==> src/rtl/vending_machine_multi.sv <==
// Multi-item vending controller: saturating coin credit, per-item pricing,
// and greedy 25/10/5 change returned one coin per cycle.
module vending_machine_multi #(
   parameter int                            N_ITEMS    = 4,
   parameter int                            CREDIT_W   = 7,
   parameter int                            MAX_CREDIT = 100,
   parameter logic [N_ITEMS*CREDIT_W-1:0]   PRICES     = {7'd100, 7'd65, 7'd45, 7'd30}
) (
   input  logic                         clk,
   input  logic                         rst_n,
   input  logic                         coin_5,
   input  logic                         coin_10,
   input  logic                         coin_25,
   input  logic                         coin_return,
   input  logic                         item_req,
   input  logic [$clog2(N_ITEMS)-1:0]   item_sel,
   output logic                         dispense_item,
   output logic [$clog2(N_ITEMS)-1:0]   dispense_id,
   output logic                         return_5,
   output logic                         return_10,
   output logic                         return_25,
   output logic                         coin_reject,
   output logic                         insufficient,
   output logic                         busy,
   output logic [CREDIT_W-1:0]          amount_display
);

   localparam int                  SEL_W = $clog2(N_ITEMS);
   localparam logic [CREDIT_W-1:0] V5    = CREDIT_W'(5);
   localparam logic [CREDIT_W-1:0] V10   = CREDIT_W'(10);
   localparam logic [CREDIT_W-1:0] V25   = CREDIT_W'(25);
   localparam logic [CREDIT_W-1:0] MAX_C = CREDIT_W'(MAX_CREDIT);

   typedef enum logic [1:0] {
      S_IDLE,
      S_DISPENSE,
      S_CHANGE
   } state_t;

   state_t               state_q;
   logic [CREDIT_W-1:0]  credit_q;
   logic                 dispense_item_q;
   logic [SEL_W-1:0]     dispense_id_q;
   logic                 return_5_q;
   logic                 return_10_q;
   logic                 return_25_q;
   logic                 coin_reject_q;
   logic                 insufficient_q;
   logic                 busy_q;

   logic [2:0]           coin_vec;
   logic                 any_coin;
   logic                 single_coin;
   logic [CREDIT_W-1:0]  coin_val;
   logic [CREDIT_W:0]    credit_sum;
   logic                 sum_fits;
   logic [CREDIT_W-1:0]  sel_price;
   logic                 sel_valid;
   logic [CREDIT_W-1:0]  chg_val;
   logic [2:0]           chg_sel;   // {25, 10, 5}

   assign coin_vec    = {coin_25, coin_10, coin_5};
   assign any_coin    = |coin_vec;
   assign single_coin = $onehot(coin_vec);

   // NOTE: every always_comb output gets a default first so no latch is inferred.
   always_comb begin
      coin_val = '0;
      if (coin_25)      coin_val = V25;
      else if (coin_10) coin_val = V10;
      else if (coin_5)  coin_val = V5;
   end

   assign credit_sum = {1'b0, credit_q} + {1'b0, coin_val};
   assign sum_fits   = credit_sum <= {1'b0, MAX_C};

   // An out-of-range selection matches no entry and is refused as insufficient.
   always_comb begin
      sel_price = '0;
      sel_valid = 1'b0;
      for (int i = 0; i < N_ITEMS; i++) begin
         if (int'(item_sel) == i) begin
            sel_price = PRICES[i*CREDIT_W +: CREDIT_W];
            sel_valid = 1'b1;
         end
      end
   end

   always_comb begin
      chg_val = '0;
      chg_sel = 3'b000;
      if (credit_q >= V25) begin
         chg_val = V25;
         chg_sel = 3'b100;
      end else if (credit_q >= V10) begin
         chg_val = V10;
         chg_sel = 3'b010;
      end else if (credit_q >= V5) begin
         chg_val = V5;
         chg_sel = 3'b001;
      end
   end

   // NOTE: sequential state uses non-blocking assignments only.
   always_ff @(posedge clk or negedge rst_n) begin
      if (!rst_n) begin
         state_q         <= S_IDLE;
         credit_q        <= '0;
         dispense_item_q <= 1'b0;
         dispense_id_q   <= '0;
         return_5_q      <= 1'b0;
         return_10_q     <= 1'b0;
         return_25_q     <= 1'b0;
         coin_reject_q   <= 1'b0;
         insufficient_q  <= 1'b0;
         busy_q          <= 1'b0;
      end else begin
         dispense_item_q <= 1'b0;
         return_5_q      <= 1'b0;
         return_10_q     <= 1'b0;
         return_25_q     <= 1'b0;
         coin_reject_q   <= 1'b0;
         insufficient_q  <= 1'b0;
         busy_q          <= 1'b0;

         case (state_q)
            S_IDLE: begin
               if (coin_return) begin
                  coin_reject_q <= any_coin;
                  if (credit_q != '0) begin
                     state_q     <= S_CHANGE;
                     credit_q    <= credit_q - chg_val;
                     return_25_q <= chg_sel[2];
                     return_10_q <= chg_sel[1];
                     return_5_q  <= chg_sel[0];
                     busy_q      <= 1'b1;
                  end
               end else if (item_req) begin
                  coin_reject_q <= any_coin;
                  if (sel_valid && credit_q >= sel_price) begin
                     state_q         <= S_DISPENSE;
                     credit_q        <= credit_q - sel_price;
                     dispense_item_q <= 1'b1;
                     dispense_id_q   <= item_sel;
                     busy_q          <= 1'b1;
                  end else begin
                     insufficient_q <= 1'b1;
                  end
               end else if (any_coin) begin
                  if (single_coin && sum_fits) credit_q <= credit_sum[CREDIT_W-1:0];
                  else                         coin_reject_q <= 1'b1;
               end
            end

            S_DISPENSE, S_CHANGE: begin
               // Coins arriving mid-transaction go straight back to the tray.
               coin_reject_q <= any_coin;
               if (credit_q != '0) begin
                  state_q     <= S_CHANGE;
                  credit_q    <= credit_q - chg_val;
                  return_25_q <= chg_sel[2];
                  return_10_q <= chg_sel[1];
                  return_5_q  <= chg_sel[0];
                  busy_q      <= 1'b1;
               end else begin
                  state_q <= S_IDLE;
               end
            end

            default: state_q <= S_IDLE;
         endcase
      end
   end

   assign dispense_item  = dispense_item_q;
   assign dispense_id    = dispense_id_q;
   assign return_5       = return_5_q;
   assign return_10      = return_10_q;
   assign return_25      = return_25_q;
   assign coin_reject    = coin_reject_q;
   assign insufficient   = insufficient_q;
   assign busy           = busy_q;
   assign amount_display = credit_q;

   a_credit_range : assert property (@(posedge clk) disable iff (!rst_n)
      credit_q <= MAX_C);
   a_credit_mult5 : assert property (@(posedge clk) disable iff (!rst_n)
      (32'(credit_q) % 32'd5) == 32'd0);
   a_one_return   : assert property (@(posedge clk) disable iff (!rst_n)
      $onehot0({return_25_q, return_10_q, return_5_q}));
   a_no_overlap   : assert property (@(posedge clk) disable iff (!rst_n)
      !(dispense_item_q && (return_25_q || return_10_q || return_5_q)));

endmodule

==> config.mk <==
export PLATFORM = sky130hd
export DESIGN_NAME = vending_machine_multi
export DESIGN_NICKNAME = d
export VERILOG_FILES = /design/src/rtl/vending_machine_multi.sv
export SDC_FILE = /design/constraint.sdc
export NUM_CORES = 1
export LEC_CHECK = 0
export BUFFER_PORTS_ARGS = -buffer_cell sky130_fd_sc_hd__buf_2
export CAP_MARGIN = 20
export CORE_MARGIN = 10
export CORE_UTILIZATION = 59
export DETAILED_ROUTE_END_ITERATION = 10
export PLACE_DENSITY = 0.81
export SLEW_MARGIN = 5
export SYNTH_ARGS = -nofsm -noshare
export SYNTH_HDL_FRONTEND = slang
export SYNTH_SLANG_ARGS = --single-unit
==> constraint.sdc <==
create_clock -name clk -period 4.15 [get_ports clk]
set_clock_uncertainty 0.2 [all_clocks]
set_input_delay 0.2075 -clock clk [delete_from_list [all_inputs] [get_ports clk]]
set_output_delay 0.2075 -clock clk [all_outputs]
set_load 0.01 [all_outputs]
==> metrics.yaml <==
synthesis:
  synth_commonest_cells: "24 x ha_1, 22 x nor2_1, 19 x inv_1, 18 x a21oi_1, 18 x dfrtp_1"
  syn-num-nets: 262
  synth_ff_type: "dfrtp_1"
  syn_area_um2: 1960
  synth.avg_cell_area_um2: 8.70
  synth-xor-area-share_pct: 4.03
  synth_compound_area_share_pct: 24.7
  syn_inst: 225
  synthArstFlopShare_pct: 100
  synthTopCellsByArea: "dfrtp_1 23%, ha_1 15%, a21oi_1 4.6%"
  synth_edf_count: 0
  synthSimpleGateAreaFrac_pct: 16.8
  synth_most_common_cell: "ha_1"
  yosysWarnings: 0
  synth_top_family_by_area: "compound AO/OA/AOI/OAI gates"
  synth_cell_types: 51
  synth_seq_cells: 18
  synth_adder_area_share_pct: 19.4
  yosysTopAreaCellShare_pct: 23.0
  seq_area_frac_synth_pct: 23.0
  synth_top_cell_by_area: "dfrtp_1"
  synth_mux_area_share_pct: 6.58
timing:
  fin_crit_ns: 3.77
  setup_tns_ns: 0
  setup_viol: 0
  holdWs_ns: 0.0693
  grt_setup_unrepaired: "false"
  finalCritPeriodShare_pct: 90.8
  fmax_mhz: 265
  worstMarginPinSlew_ns: 0.615
  hold_viol: 0
  slew_viol_final: 0
  slew_headroom_pct: 58.8
  fin_ws_ns: 0.380
outcome:
  status: "finished, final reports clean"
placement:
  place_inst: 288
  gp_congestion: 0.979
  dp_hpwl_um: 3870
  portBuffers: 24
  post_dp_cell_area_um2: 2110
  pre_cts_slack_ns: 0.452
setup_path:
  crit_path_top_delay_cell: "a311oi_1"
  r2r-end: "amount_display[6]"
  worstPathCellList: "or3_1 -> a311oi_1 -> nand2_1 -> ha_1 -> fa_1 -> nor2b_1 -> o31a_1 -> nor3_1 -> mux2_2 -> o21ai_0 -> a31oi_1 -> mux2_4"
  endpoint: "amount_display[6]"
  regToRegSetupSlack_ns: 0.38
  cp_max_fo: 9
  worstPathArrival_ns: 3.76
  critPathKind: "register to register"
  startpoint: "amount_display[1]"
  reg2reg_from: "amount_display[1]"
  cp-start-kind: "register"
  critPathRequiredTime_ns: 4.14
  setup.worst_path.end_class: "register"
  cpPeakStageDelay_ns: 0.53
  rr_worst_depth: 12
power:
  cellLeakagePower_nw: 1.02
  total_power_mw: 1.87
  irDropWorstVdd_uv: 437
  power.density_nw_per_um2: 864
floorplan:
  initial_utilization_pct: 63.1
  rows: 20
  io_pins: 25
  die_h_um: 77.6
  core_area_um2: 3100
  die_w_um: 77.6
  die_area_um2: 6020
layout:
  fin_nets: 289
  area_growth_pct: 10.4
  design_area_um2: 2160
  layout-drive-gt1-share_pct: 16.8
  final_core_util_pct: 69.7
  antennaDiodeCount: 0
  fin_cells: 294
detailed_routing:
  routed_wirelength_um: 4870
  vias_per_cell: 6.01
  dr.pass1.iters: 5
  drtIter0Drc: 107
  vias: 1767
  drc: 0
  antenna_violating_nets_post_route: 0
  wl_per_cell_um: 16.6
min_path:
  min_path_type: "input pin to register"
  hold_depth: 4
  worstHoldStart: "coin_return"
cts:
  path_clk_slew_ns: 0.10
  cts_tree: "done"
  cts_sinks: 18
  htreeDepth: 1
  cts-root-buf: "clkbuf_4"
  clk_latency_ns: 0.29
  cts_buffers: 3
  clock_path_buffers: 2
global_routing:
  gr-total-overflow: 0
  grt_start_max_net_pins: 20
  grt_pass1_vias: 1640
  grt_pass1_wl_um: 8110
  grt.total_usage_pct: 16.1
  antenna_found_initial: 0
run:
  cap_viol_max_count: 0
[area by class of cell]
| cell class | count | area (µm²) |
|---|---|---|
| inverter | 20 | 75.1 |
| fill | 277 | 941 |
| tap | 44 | 55.1 |
| timing repair buffer | 28 | 158 |
| multi-input combinational | 181 | 1400 |
| sequential | 18 | 450 |
| clock buffer | 3 | 22.5 |
[cell usage in the layout, fill, tap and decap left out, drive strengths merged, types with 4 or more instances in the layout]
cell and instances:
o21a 4, ha 24, xnor2 5, nor3 8, mux2 6, nor2b 7, nor2 22, mux2i 5
dfrtp 18, inv 20, buf 25, a21oi 19, fa 4, o21ai 21, nand3 4, nand2 10
xor2 4
[registers in the layout (all words and copies together), names as in the netlist]
signal / flops
state_q: 2
coin_reject: 1
return_10: 1
return_5: 1
dispense_item: 1
busy: 1
dispense_id: 2
amount_display: 7
return_25: 1
insufficient: 1
[metal layers]
metal,up-vias,track usage (%),wire [µm]
met1,849,21.2,2240
met4,0,7.66,119
met2,55,25.0,2280
met3,10,2.30,233
li1,853,-,-
met5,-,0,0
[worst max-delay path: cells and delay by family (launching register included)]
| family | cells | cell delay (ns) |
|---|---|---|
| multiplexers | 2 | 0.55 |
| AND/OR/NAND/NOR | 4 | 0.85 |
| flip-flops | 1 | 0.51 |
| AO/OA/AOI/OAI | 4 | 0.89 |
| adder cells (fa/ha/maj) | 2 | 0.67 |
[worst min path at each step]
stage,to,slack [ns]
6_report,state_q[0],0.07
5_1_grt,state_q[0],0.09
4_1_cts,state_q[0],0.06
3_5_place_dp,return_5,-0.04
3_3_place_gp,return_5,-0.04
2_1_floorplan,amount_display[0],-0.29
[report_power, final]
group	switching [mW]	internal (mW)	total, mW
combinational	0.785	0.636	1.42
clock	0.0539	0.0338	0.0877
sequential	0.103	0.255	0.358
total	0.942	0.925	1.87
[cells by family (layout without fill, tap and decap cells)]
family                     Yosys count  after routing
AOI/OAI and AO/OA                   68             68
and+or+nand+nor                     65             65
adders and majority gates           28             28
buffers and inverters               26             51
DFF                                 18             18
muxes                               11             11
xor gates and xnor gates             9              9
[repair_timing]
| action | CTS | global route |
|---|---|---|
| gates resized for setup | 0 | 0 |
| endpoints found under the hold margin | 20 | 0 |
| hold buffers | 3 | 0 |
| setup buffers | 0 | 0 |
(Power assumes the default switching activity.)
